[config.mk]
export PLATFORM = sky130hd
export DESIGN_NAME = gps_spi_packer
export DESIGN_NICKNAME = d
export VERILOG_FILES = /design/src/rtl/gps_bridge_pkg.sv /design/src/rtl/gps_word_fifo.sv /design/src/rtl/gps_spi_packer.sv
export SDC_FILE = /design/constraint.sdc
export NUM_CORES = 1
export LEC_CHECK = 0
export CAP_MARGIN = 15
export CORE_MARGIN = 2
export CORE_UTILIZATION = 65
export CTS_CLUSTER_SIZE = 40
export DETAILED_ROUTE_END_ITERATION = 6
export HOLD_SLACK_MARGIN = 0.08
export PLACE_DENSITY = 0.94
export RECOVER_POWER = 100
export SLEW_MARGIN = 30
export SYNTH_ARGS = -nofsm -noshare
export SYNTH_HDL_FRONTEND = slang
export SYNTH_SLANG_ARGS = --single-unit
[constraint.sdc]
create_clock -name MCU_CLK_25_000 -period 7.4 [get_ports MCU_CLK_25_000]
set_clock_uncertainty 0.05 [all_clocks]
set_input_delay 0.74 -clock MCU_CLK_25_000 [delete_from_list [all_inputs] [get_ports MCU_CLK_25_000]]
set_output_delay 0.74 -clock MCU_CLK_25_000 [all_outputs]
set_load 0.02 [all_outputs]
[src/rtl/gps_bridge_pkg.sv]
// Shared types and defaults for the GPS sample to MCU SPI bridge.
// The SPI state encoding and the packing ratio helper live here so every bridge file agrees on them.
package gps_bridge_pkg;

  typedef enum logic [1:0] {
    IDLE  = 2'd0,
    SETUP = 2'd1,
    SHIFT = 2'd2,
    GAP   = 2'd3
  } spi_state_e;

  localparam int DEF_WORD_BITS = 16;
  localparam int DEF_SCK_HALF  = 1;
  localparam int DEF_SS_GAP    = 2;

  function automatic int samples_per_word(input int word_bits, input int sample_bits);
    return word_bits / sample_bits;
  endfunction

endpackage

[src/rtl/gps_word_fifo.sv]
// Word FIFO between the sample packer and the SPI shifter.
// A push into a full FIFO is accepted only when a pop happens on the same edge.
module gps_word_fifo #(
  parameter int WORD_BITS  = 16,
  parameter int FIFO_DEPTH = 4,
  localparam int AW = (FIFO_DEPTH > 1) ? $clog2(FIFO_DEPTH) : 1,
  localparam int LW = $clog2(FIFO_DEPTH) + 1
) (
  input  logic                 clk_i,
  input  logic                 rst_i,
  input  logic                 push_i,
  input  logic [WORD_BITS-1:0] din_i,
  input  logic                 pop_i,
  output logic [WORD_BITS-1:0] dout_o,
  output logic                 full_o,
  output logic                 empty_o,
  output logic [LW-1:0]        level_o
);

  logic [WORD_BITS-1:0] mem_q [FIFO_DEPTH];
  logic [AW-1:0]        wr_q, rd_q;
  logic [LW-1:0]        level_q;
  logic                 do_push, do_pop;

  assign empty_o = (level_q == '0);
  assign full_o  = (level_q == LW'(FIFO_DEPTH));
  assign level_o = level_q;
  assign dout_o  = mem_q[rd_q];

  assign do_pop  = pop_i && !empty_o;
  assign do_push = push_i && (!full_o || do_pop);

  always_ff @(posedge clk_i or posedge rst_i) begin
    if (rst_i) begin
      wr_q    <= '0;
      rd_q    <= '0;
      level_q <= '0;
    end else begin
      if (do_push) wr_q <= wr_q + AW'(1);
      if (do_pop)  rd_q <= rd_q + AW'(1);
      case ({do_push, do_pop})
        2'b10:   level_q <= level_q + LW'(1);
        2'b01:   level_q <= level_q - LW'(1);
        default: level_q <= level_q;
      endcase
    end
  end

  // Storage is pure data; only the pointers and level need reset.
  always_ff @(posedge clk_i) begin
    if (do_push) mem_q[wr_q] <= din_i;
  end

endmodule

[src/rtl/gps_spi_packer.sv]
// Packs strobed GPS samples into words and ships them to the MCU as an SPI mode-0 master.
// All MCU-facing outputs come straight from flops; FIFO drops are reported as a sticky flag plus a count.
module gps_spi_packer
  import gps_bridge_pkg::*;
#(
  parameter int SAMPLE_BITS = 2,
  parameter int WORD_BITS   = DEF_WORD_BITS,
  parameter int FIFO_DEPTH  = 4,
  parameter int SCK_HALF    = DEF_SCK_HALF,
  parameter int SS_GAP      = DEF_SS_GAP
) (
  input  logic                          MCU_CLK_25_000,
  input  logic                          RESET,
  input  logic                          SAMPLE_STROBE,
  input  logic [SAMPLE_BITS-1:0]        SAMPLE_IN,
  output logic                          MCU_SCK,
  output logic                          MCU_SS,
  output logic                          MCU_MOSI,
  output logic [$clog2(FIFO_DEPTH):0]   FIFO_LEVEL,
  output logic                          OVERFLOW,
  output logic [7:0]                    DROP_COUNT
);

  localparam int N  = samples_per_word(WORD_BITS, SAMPLE_BITS);
  localparam int CW = (N > 1) ? $clog2(N) : 1;
  localparam int BW = $clog2(WORD_BITS);
  localparam int HW = (SCK_HALF > 1) ? $clog2(SCK_HALF) : 1;
  localparam int GW = (SS_GAP > 1) ? $clog2(SS_GAP) : 1;

  logic [CW-1:0]        cnt_q, cnt_d;
  logic [WORD_BITS-1:0] pk_q, pk_d;
  logic                 push;

  logic [WORD_BITS-1:0] fifo_dout;
  logic                 fifo_full, fifo_empty;
  logic                 pop, drop;

  spi_state_e           state_q, state_d;
  logic [WORD_BITS-1:0] sh_q, sh_d;
  logic [BW-1:0]        bit_q, bit_d;
  logic                 ph_q, ph_d;
  logic [HW-1:0]        hc_q, hc_d;
  logic [GW-1:0]        gc_q, gc_d;
  logic                 half_done;
  logic                 sck_d, ss_d, mosi_d;

  // First sample of a word ends in the MSBs; the Nth strobe pushes on its own edge.
  always_comb begin
    cnt_d = cnt_q;
    pk_d  = pk_q;
    push  = 1'b0;
    if (SAMPLE_STROBE) begin
      pk_d = {pk_q[WORD_BITS-SAMPLE_BITS-1:0], SAMPLE_IN};
      if (cnt_q == CW'(N - 1)) begin
        cnt_d = '0;
        push  = 1'b1;
      end else begin
        cnt_d = cnt_q + CW'(1);
      end
    end
  end

  gps_word_fifo #(
    .WORD_BITS (WORD_BITS),
    .FIFO_DEPTH(FIFO_DEPTH)
  ) u_fifo (
    .clk_i  (MCU_CLK_25_000),
    .rst_i  (RESET),
    .push_i (push),
    .din_i  (pk_d),
    .pop_i  (pop),
    .dout_o (fifo_dout),
    .full_o (fifo_full),
    .empty_o(fifo_empty),
    .level_o(FIFO_LEVEL)
  );

  assign drop      = push && fifo_full && !pop;
  assign half_done = (hc_q == HW'(SCK_HALF - 1));

  always_ff @(posedge MCU_CLK_25_000 or posedge RESET) begin
    if (RESET) state_q <= IDLE;
    else       state_q <= state_d;
  end

  always_comb begin
    state_d = state_q;
    sh_d    = sh_q;
    bit_d   = bit_q;
    ph_d    = ph_q;
    hc_d    = hc_q;
    gc_d    = gc_q;
    pop     = 1'b0;
    unique case (state_q)
      IDLE: begin
        if (!fifo_empty) begin
          pop     = 1'b1;
          sh_d    = fifo_dout;
          state_d = SETUP;
        end
      end
      SETUP: begin
        bit_d   = BW'(WORD_BITS - 1);
        ph_d    = 1'b0;
        hc_d    = '0;
        state_d = SHIFT;
      end
      SHIFT: begin
        if (!half_done) begin
          hc_d = hc_q + HW'(1);
        end else begin
          hc_d = '0;
          if (!ph_q) begin
            ph_d = 1'b1;
          end else if (bit_q == '0) begin
            gc_d    = '0;
            state_d = GAP;
          end else begin
            ph_d  = 1'b0;
            bit_d = bit_q - BW'(1);
            sh_d  = {sh_q[WORD_BITS-2:0], 1'b0};
          end
        end
      end
      GAP: begin
        if (gc_q == GW'(SS_GAP - 1)) state_d = IDLE;
        else                         gc_d    = gc_q + GW'(1);
      end
      default: state_d = IDLE;
    endcase
  end

  // Low phase already presents the next bit, so MOSI moves on the falling SCK edge.
  always_comb begin
    sck_d  = 1'b0;
    ss_d   = 1'b1;
    mosi_d = 1'b0;
    case (state_q)
      SETUP: begin
        ss_d   = 1'b0;
        mosi_d = sh_q[WORD_BITS-1];
      end
      SHIFT: begin
        ss_d   = 1'b0;
        sck_d  = !ph_q;
        mosi_d = ph_q ? sh_q[WORD_BITS-2] : sh_q[WORD_BITS-1];
      end
      default: ;
    endcase
  end

  always_ff @(posedge MCU_CLK_25_000 or posedge RESET) begin
    if (RESET) begin
      cnt_q      <= '0;
      pk_q       <= '0;
      bit_q      <= '0;
      ph_q       <= 1'b0;
      hc_q       <= '0;
      gc_q       <= '0;
      MCU_SCK    <= 1'b0;
      MCU_SS     <= 1'b1;
      MCU_MOSI   <= 1'b0;
      OVERFLOW   <= 1'b0;
      DROP_COUNT <= '0;
    end else begin
      cnt_q    <= cnt_d;
      pk_q     <= pk_d;
      bit_q    <= bit_d;
      ph_q     <= ph_d;
      hc_q     <= hc_d;
      gc_q     <= gc_d;
      MCU_SCK  <= sck_d;
      MCU_SS   <= ss_d;
      MCU_MOSI <= mosi_d;
      if (drop) begin
        OVERFLOW <= 1'b1;
        if (DROP_COUNT != 8'hFF) DROP_COUNT <= DROP_COUNT + 8'd1;
      end
    end
  end

  always_ff @(posedge MCU_CLK_25_000) begin
    sh_q <= sh_d;
  end

endmodule

Word level (Yosys, flattened, before mapping):

Memory sizes are Yosys's and may differ from the RTL's.
Cells that the tools add are included.
W data, S select, Z words.

* $add $sub $neg: 9
* multiply operators: 0
* reductions and logical operators: 23
* bitwise gates (word level): 0
* shifts and indexed selects: 0
* multiplexer cells: 39
* equal/unequal tests: 14
* $lt $le $gt $ge: 0
* div/mod/pow operators: 0

Operator list (number)
* $mux W16: 5
* $pmux W16 S2: 1
* $mux W1: 17
* $mux W4: 3
* $ne A2 B2 Y1 const B: 6
* $mux W2: 5
* $reduce_and A5 Y1: 2
* $add A8 B1 Y8 const B: 1
* $ne A8 B8 Y1 const B: 1
* $pmux W1 S2: 4
* $pmux W2 S4: 1
* $pmux W4 S2: 1
* $reduce_and A4 Y1: 2
* $reduce_bool A2 Y1: 4
* $add A3 B1 Y3 const B: 2
* $eq A2 B2 Y1 const B: 3
* $eq A3 B3 Y1 const B: 2
* $pmux W3 S2: 1
* $add A2 B1 Y2 const B: 2
* $eq A2 B1 Y1 const B: 2
* $logic_and A1 B1 Y1: 4
* $logic_not A1 Y1: 4
* $logic_not A4 Y1: 1
* $reduce_and A2 Y1: 2
* other kinds (8): 9

* word-level logic and storage cells: 102
* bits in registers: 63
* bits of input ports: 5
* latch bits: 0
* output and inout bits: 15
* ROM bits: 0
* memory bits (writable): 64
* memories kept: 1

Memories
* u_fifo.mem_q: depth 4, width 16, rd ports 1, clocked after Yosys merged registers in 0, wr ports 1, line gps_word_fifo.sv:20 `logic [WORD_BITS-1:0] mem_q [FIFO_DEPTH];`

Depth between registers and ports, before layout:

Gate-level depths: netlist of the first run.

* depth in word-level cells: 8
* mapped depth: 9
* depth with buffers taken out: 8

Cells and area by module:

From an unflattened synthesis of the first run, not the netlist that was laid out.

* cell total of the unflattened synthesis: 298
* area, all modules: 5191.2 um^2

Modules (own cells, without submodules)
* gps_word_fifo: instances 1, cells an instance 123, area an instance 2745.1 um^2, sequential area each 2097.0 um^2
* gps_spi_packer: instances 1, cells an instance 175, area an instance 2446.1 um^2, sequential area each 1457.6 um^2

Worst setup path before layout of the first run:

No wires, ideal clock.

* kind: reg-to-reg
* from: register state_q[0]
* to: register u_fifo.level_q[2] (netlist: u_fifo.level_o[2])
* path buffers: 1
* period minus slack after synthesis: 2.602 ns
* library setup time: 0.104 ns
* required time: 7.246 ns
* arrival time: 2.448 ns
* stages on the path, launching flop included: 9
* setup slack: 4.798 ns
* path through: dfrtp_1 > inv_1 > ha_1 > clkbuf_1 > o31a_1 > nand2_1 > fa_1 > or4_1 > a221oi_1

* word-level cells in the longest chain between the ends: 7
* elaborated cells between the ends (all ways): 9
* those cells by class: eq/ne: 2; mux: 2; reduce/logical: 5

Ends and longest elaborated chain
* start: declaration: line gps_spi_packer.sv:38 `spi_state_e state_q, state_d;`
* start signal: assignment: line gps_spi_packer.sv:83 `else state_q <= state_d;`
* $logic_not A2 Y1 *: line gps_spi_packer.sv:94 `unique case (state_q)`
* $mux W1 *: line gps_spi_packer.sv:94
* $logic_and A1 B1 Y1 *: line gps_word_fifo.sv:30 `assign do_pop = pop_i && !empty_o;`
* $logic_or A1 B1 Y1: line gps_word_fifo.sv:31 `assign do_push = push_i && (!full_o || do_pop);`
* $logic_and A1 B1 Y1: line gps_word_fifo.sv:31
* $eq A2 B1 Y1 / $eq A2 B2 Y1 (equally long branches): line gps_word_fifo.sv:41 `case ({do_push, do_pop})`
* $pmux W3 S2 / $reduce_bool A2 Y1 (equally long branches)
* end signal: assignment: line gps_word_fifo.sv:42 `2'b10: level_q <= level_q + LW'(1);`
* end signal: assignment: line gps_word_fifo.sv:43 `2'b01: level_q <= level_q - LW'(1);`
* end signal: assignment: line gps_word_fifo.sv:44 `default: level_q <= level_q;`
* end: declaration: line gps_word_fifo.sv:22 `logic [LW-1:0] level_q;`

Mark *: on every way between the ends. The rest lies on a longest branch, timed or not.
A chain may end at the register's enable or synchronous reset.

Worst setup path after layout of the first run:

* from: input port SAMPLE_STROBE
* to: memory u_fifo.mem_q[3][12] (enable)

* word-level cells in the longest chain between the ends: 4

Ends and longest elaborated chain
* start: declaration: line gps_spi_packer.sv:14 `input logic SAMPLE_STROBE,`
* $mux W1: line gps_spi_packer.sv:52 `if (SAMPLE_STROBE) begin`
* $logic_and A1 B1 Y1: line gps_word_fifo.sv:31
* $mux W1: line gps_word_fifo.sv:51 `if (do_push) mem_q[wr_q] <= din_i;`
* $mux W1 (not written as such): line gps_word_fifo.sv:51
* end: declaration: line gps_word_fifo.sv:20

Every way passes these cells.

==> results of run 1 <==
## stage by stage
stage | instances | setup slack, ns | area (um2)
after floorplan | 325 | 4.80 | 5350
after global placement | 435 | 3.62 | 5610
after detailed placement | 435 | 4.30 | 5610
after CTS | 467 | 4.42 | 6190
after global routing | 467 | 3.46 | 6160
final | 467 | 3.67 | 6160
## registers in the layout (all words and copies together), names as in the netlist
signal	count
DROP_COUNT	8
MCU_MOSI	1
MCU_SCK	1
MCU_SS	1
OVERFLOW	1
bit_q	4
cnt_q	3
gc_q	1
ph_q	1
pk_q	16
sh_q	16
state_q	2
u_fifo.level_o	3
u_fifo.mem_q	64
u_fifo.rd_q	2
u_fifo.wr_q	2
## area by class of cell
cell class / instances / area share, %
inverters: 16 / 0.995
flip-flops and latches: 126 / 57.7
repair buffers: 21 / 3.11
clock inverters: 7 / 0.751
well taps: 105 / 2.13
multi-input cells: 167 / 26.6
clock buffers: 25 / 8.73
## logic make-up (layout without fill, tap and decap cells)
kind of cell	after synthesis	count (layout)
AOI/OAI and AO/OA	32	32
xor gates and xnor gates	5	5
adders and majority gates	14	14
buffers and inverters	32	69
DFF	126	126
muxes	57	57
and+or+nand+nor	59	59
## power groups by stage
stage / clock [mW] / combinational, mW / sequential [mW]
after floorplan: 0 / 0.530 / 1.05
after global placement: 0 / 0.620 / 1.09
after detailed placement: 0 / 0.662 / 1.10
after CTS: 0.799 / 0.698 / 1.10
after global routing: 0.827 / 0.726 / 1.12
final: 0.793 / 0.677 / 1.10
## Yosys cell counts (3+ instances only)
cell type | count | area [um2]
a21oi_1 | 7 | 35.0
and2_1 | 4 | 25.0
buf_1 | 4 | 15.0
clkbuf_1 | 8 | 30.0
dfrtp_1 | 45 | 1130
edfxtp_1 | 80 | 2400
ha_1 | 13 | 163
inv_1 | 16 | 60.1
mux2_2 | 37 | 417
mux2i_1 | 3 | 30.0
mux4_2 | 16 | 360
nand2_1 | 8 | 30.0
nand2b_1 | 6 | 37.5
nand3_1 | 4 | 20.0
nand4_1 | 5 | 31.3
nor2_1 | 5 | 18.8
nor2b_1 | 4 | 25.0
nor3_1 | 5 | 25.0
nor4_2 | 3 | 37.5
o21ai_0 | 3 | 15.0
xnor2_1 | 3 | 26.3
## worst max-delay path, stage by stage
cell and delay, ns:
clkbuf_1 1.05, nand2_1 0.48, nor2_1 0.55, and2_0 0.99
## per-layer routing
layer	GRT usage [%]	vias up	wire length (um)
li1	-	1308	-
met1	35.8	1552	4480
met2	41.0	119	5320
met3	6.78	23	586
met4	9.18	0	177
met5	0	-	0
## how the worst max path moves through the flow
| stage | slack [ns] | from | endpoint |
|---|---|---|---|
| after floorplan | 4.80 | state_q[0] | u_fifo.level_o[2] |
| after global placement | 3.62 | SAMPLE_STROBE | u_fifo.mem_q[3][11] |
| after detailed placement | 4.30 | SAMPLE_STROBE | u_fifo.mem_q[0][11] |
| after CTS | 4.42 | state_q[1] | u_fifo.level_o[2] |
| after global routing | 3.46 | SAMPLE_STROBE | u_fifo.mem_q[3][2] |
| final | 3.67 | SAMPLE_STROBE | u_fifo.mem_q[3][12] |
==> impl_metrics.ini, run 1 <==
[yosys]
postSynth.asyncResetShare_pct = 36.5
synthFlopType = edfxtp_1
synth_top_family_by_area = multiplexers
syn_avg_cell_area_um2 = 16.5
ys_warn_count = 0
synth-simple-area-share_pct = 7.03
synthesis.area_mm2 = 0.00535
synth_fa_ha_area_share_pct = 3.41
synth.distinct_cells = 55
yosysSeqAreaShare_pct = 66.4
synth_compound_area_share_pct = 4.42
synthMuxAreaShare_pct = 15.4
synth_seq_cells = 126
syn_nets = 344
yosys.area_share.xor_xnor_pct = 0.818
postSynthCellCount = 325
synth_edf_count = 80

[die]
die_y_um = 94.8
rows = 33
ios = 20
core_area_mm2 = 0.00809
dieArea_mm2 = 0.00898
start_util_pct = 66.2
die_w_um = 94.8

[timing]
hold_viol_final = 0
fmax_mhz = 268
period_share_pct = 50.4
hold_slack_ns = 0.442
relSlewSlack_pct = -34.5
finalMaxSlewViolations = 81
fin_setup_tns_ns = 0
worstMarginPinSlew_ns = 2.01
finalSetupViolCount = 0
min_period_ns = 3.73
rsz0062_at_grt = false

[clock_network]
clock-root-buffer = clkbuf_8
cts.sinks = 126
path_clk_slew_ns = 0.06
htreeDepth = 4
post_cts_buffers = 0
cts_hold_buffers = 0
cts_tree = done
clock_latency_ns = 0.53
cts_buffers = 17
clockBufferDepth = 2
ctsResizeCount = 0

[routing]
drtIter0Drc = 254
drtPass1Iterations = 5
avgRoutedWirePerCell_um = 22.6
drc_errors = 0
num_vias = 3002
ant_nets = 0
drt-total-wl_um = 10600
viasPerCell = 6.43

[cells_and_area]
nets = 368
area_growth_pct = 15.1
n_fill_cell = 440
fin_util_pct = 76.2
mostFrequentLayoutCell = edfxtp_1
drive_gt1_share_pct = 20.2
layout_common_cells = edfxtp_1 (80), dfrtp_1 (44), mux2_2 (20), clkbuf_16 (19), mux2_1 (18)
diodes = 0
multi_input_area_mm2 = 0.00164
seq_area_mm2 = 0.00356

[grt]
grt_first_pass_wirelength_um = 16600
overflow = 0
grt_max_degree = 47
antenna_found_initial = 0
grt_pass1_vias = 2996
track_usage_pct = 26.0

[power_and_ir_drop]
power_mw = 2.57
share_seq_of_total_power_pct = 42.8
power_switching_mw = 0.795
switching_share_pct = 30.9
power.density_mw_per_mm2 = 417
vdd_drop_max_mv = 0.186
p_leak_nw = 2.30
combPwrFrac_pct = 26.3
clkPwrFrac_pct = 30.9
internal-power_mw = 1.78

[setup_path]
critPathRequiredTime_ns = 7.48
reg2reg_slack_ns = 3.86
start_kind = input pin
r2r_cells = 7
worstReg2RegStart = state_q[0]
path_class = in -> reg
crit_path_end_kind = flip-flop
path_max_fanout = 29
reg2reg_to = sh_q[12]
arrival_ns = 3.81

[placement]
gp_congestion = 0.730
dpl.hpwl_um = 6090
port-buffer-count = 19

[hold_path]
hold_depth = 1
hp-class = reg -> reg
min_from = OVERFLOW
min_to = OVERFLOW

[run_status]
violations = max-capacitance violations, max-slew violations
status = finished, violations left

[job]
cap_violations = 2
Note: power is estimated with default switching activity, not from simulation.
==> run 2, diff against run 1 <==
--- a/config.mk
+++ b/config.mk
@@ -7,11 +7,11 @@
 export LEC_CHECK = 0
 export CAP_MARGIN = 15
 export CORE_MARGIN = 2
-export CORE_UTILIZATION = 65
+export CORE_UTILIZATION = 54
 export CTS_CLUSTER_SIZE = 40
 export DETAILED_ROUTE_END_ITERATION = 6
 export HOLD_SLACK_MARGIN = 0.08
-export PLACE_DENSITY = 0.94
+export PLACE_DENSITY = 0.85
 export RECOVER_POWER = 100
 export SLEW_MARGIN = 30
 export SYNTH_ARGS = -nofsm -noshare
==> constraint.sdc (replaced) <==
create_clock -name MCU_CLK_25_000 -period 3 [get_ports MCU_CLK_25_000]
set_clock_uncertainty 0.05 [all_clocks]
set_input_delay 0.3 -clock MCU_CLK_25_000 [delete_from_list [all_inputs] [get_ports MCU_CLK_25_000]]
set_output_delay 0.3 -clock MCU_CLK_25_000 [all_outputs]
set_load 0.02 [all_outputs]
==> impl_metrics.ini, run 2 (same netlist as run 1, synthesis figures left out) <==
[run_status]
status = finished, violations left
violations = max-capacitance violations, max-slew violations

[routing]
drtPass1Iterations = 6
avgRoutedWirePerCell_um = 19.7
viasPerCell = 5.93
ant_nets = 0
num_vias = 2949
drt-total-wl_um = 9790
drc_errors = 0
drtIter0Drc = 287

[setup_path]
max_stage_delay_ns = 1.17
r2r_cells = 5
cp_top_family = buffers and inverters
slowest_stage = clkbuf_1
crit_cells = 5
cp.buffers_inverters = 2
crit_path_end_kind = flip-flop
arrival_ns = 3.17
critPathRequiredTime_ns = 3.36
start_kind = input pin
path_class = in -> reg
path_max_fanout = 28
cp_cell_sequence = dlygate4sd3_1, clkbuf_1, nand4_1, nor4_1, mux2_2

[timing]
hold_viol_final = 0
min_period_ns = 2.82
rsz0062_at_grt = false
fmax_mhz = 355
relSlewSlack_pct = -40.1
finalSetupViolCount = 0
fin_setup_tns_ns = 0
period_share_pct = 94.0
finalMaxSlewViolations = 76
worstMarginPinSlew_ns = 2.09

[job]
cap_violations = 2

[cells_and_area]
reg.largest.list = u_fifo.mem_q: 64 flops, pk_q: 16 flops, sh_q: 16 flops
largest_reg_flops = 64
mostFrequentLayoutCell = edfxtp_1
multi_input_area_mm2 = 0.00164
fin_cells = 497
layout_common_cells = edfxtp_1 (80), dfrtp_1 (45), mux2_2 (21), mux2_1 (17), dlygate4sd3_1 (17)
diodes = 0
n_fill_cell = 646
regMostFlops = u_fifo.mem_q
seq_area_mm2 = 0.00355
nets = 370
area_growth_pct = 17.2
fin_util_pct = 64.8
drive_gt1_share_pct = 21.2

[clock_network]
cts_tree = done
cts.sinks = 126
cts_buffers = 17
post_cts_buffers = 0
path_clk_slew_ns = 0.06
htreeDepth = 4
clock-root-buffer = clkbuf_8
clockBufferDepth = 2
clock_latency_ns = 0.52

[grt]
antenna_found_initial = 0
grt_max_degree = 47
overflow = 0
grt_pass1_vias = 3101
grt_first_pass_wirelength_um = 16100
track_usage_pct = 19.8

[hold_path]
hp-class = reg -> reg
hold_depth = 1

[die]
dieArea_mm2 = 0.0107
die_w_um = 104
die_y_um = 104
core_area_mm2 = 0.00968
rows = 36
ios = 20
start_util_pct = 55.3

[placement]
port-buffer-count = 19
numPlacedInstances = 465
dpl.hpwl_um = 5610
gp_congestion = 0.761

[power_and_ir_drop]
p_leak_nw = 2.34
power.density_mw_per_mm2 = 1040
vdd_drop_max_mv = 0.389
[run 2: changes by cell type in the layout (fill, tap and decap cells not counted), moves of 2 or more]
cell,change
clkbuf_8,-2
clkbuf_1,-2
buf_4,+2
and2_1,+3
and2_0,-4
bufinv_16,+5
clkbuf_16,-3
inv_6,+2
[run 2: layer usage]
| layer | GRT usage, % | up-vias | wire, um |
|---|---|---|---|
| met4 | 8.30 | 0 | 174 |
| met2 | 32.8 | 89 | 5170 |
| li1 | - | 1301 | - |
| met5 | 0 | - | 0 |
| met1 | 25.1 | 1538 | 4020 |
| met3 | 5.22 | 21 | 432 |
[run 2: area by class of cell]
type,count,share of cell area [%]
Clock inverter,13,3.35
Tap cell,133,2.65
Sequential cell,126,56.6
Multi-Input combinational cell,167,26.1
Clock buffer,19,6.88
Inverter,16,0.977
Timing Repair Buffer,23,3.39
[run 2: where the power goes]
part | total, mW | switching, mW | internal, mW
Combinational | 1.70 | 0.915 | 0.782
Clock | 2.20 | 0.745 | 1.46
Sequential | 2.64 | 0.259 | 2.38
[run 2: path summary, 6_finish.rpt]
check / start / to / slack [ns]
max: SAMPLE_STROBE / DROP_COUNT[7] / 0.18
min: OVERFLOW / OVERFLOW / 0.42
max reg2reg: cnt_q[0] / u_fifo.mem_q[1][14] / 0.20
min reg2reg: OVERFLOW / OVERFLOW / 0.42
max in group asynchronous: RESET / pk_q[0] / 1.22
min in group asynchronous: RESET / bit_q[2] / 0.72
[run 2: through the flow]
step / power, mW / hold WS (ns) / setup slack [ns] / instance area (um2)
after detailed placement: 4.39 / 0.417 / 0.179 / 5670
after CTS: 6.62 / 0.172 / 0.161 / 6310
after global routing: 6.83 / 0.467 / 0.0246 / 6280
final: 6.54 / 0.422 / 0.181 / 6280
after global placement: 4.28 / 0.422 / 0.402 / 5660
after floorplan: 3.90 / 0.420 / 0.398 / 5350
[run 2: what timing repair did]
action / 4_1_cts / 5_1_grt
hold endpoints to repair: 0 / 0
endpoints found under the setup margin: 0 / 17
hold buffers: 0 / 0
resized for setup: 0 / 2
[run 2: worst reg2reg max path, delay by kind of cell (launching register included)]
kind / cells / cell delay (ns)
DFF: 1 / 0.37
adders and majority gates: 2 / 0.57
and+or+nand+nor: 3 / 1.43
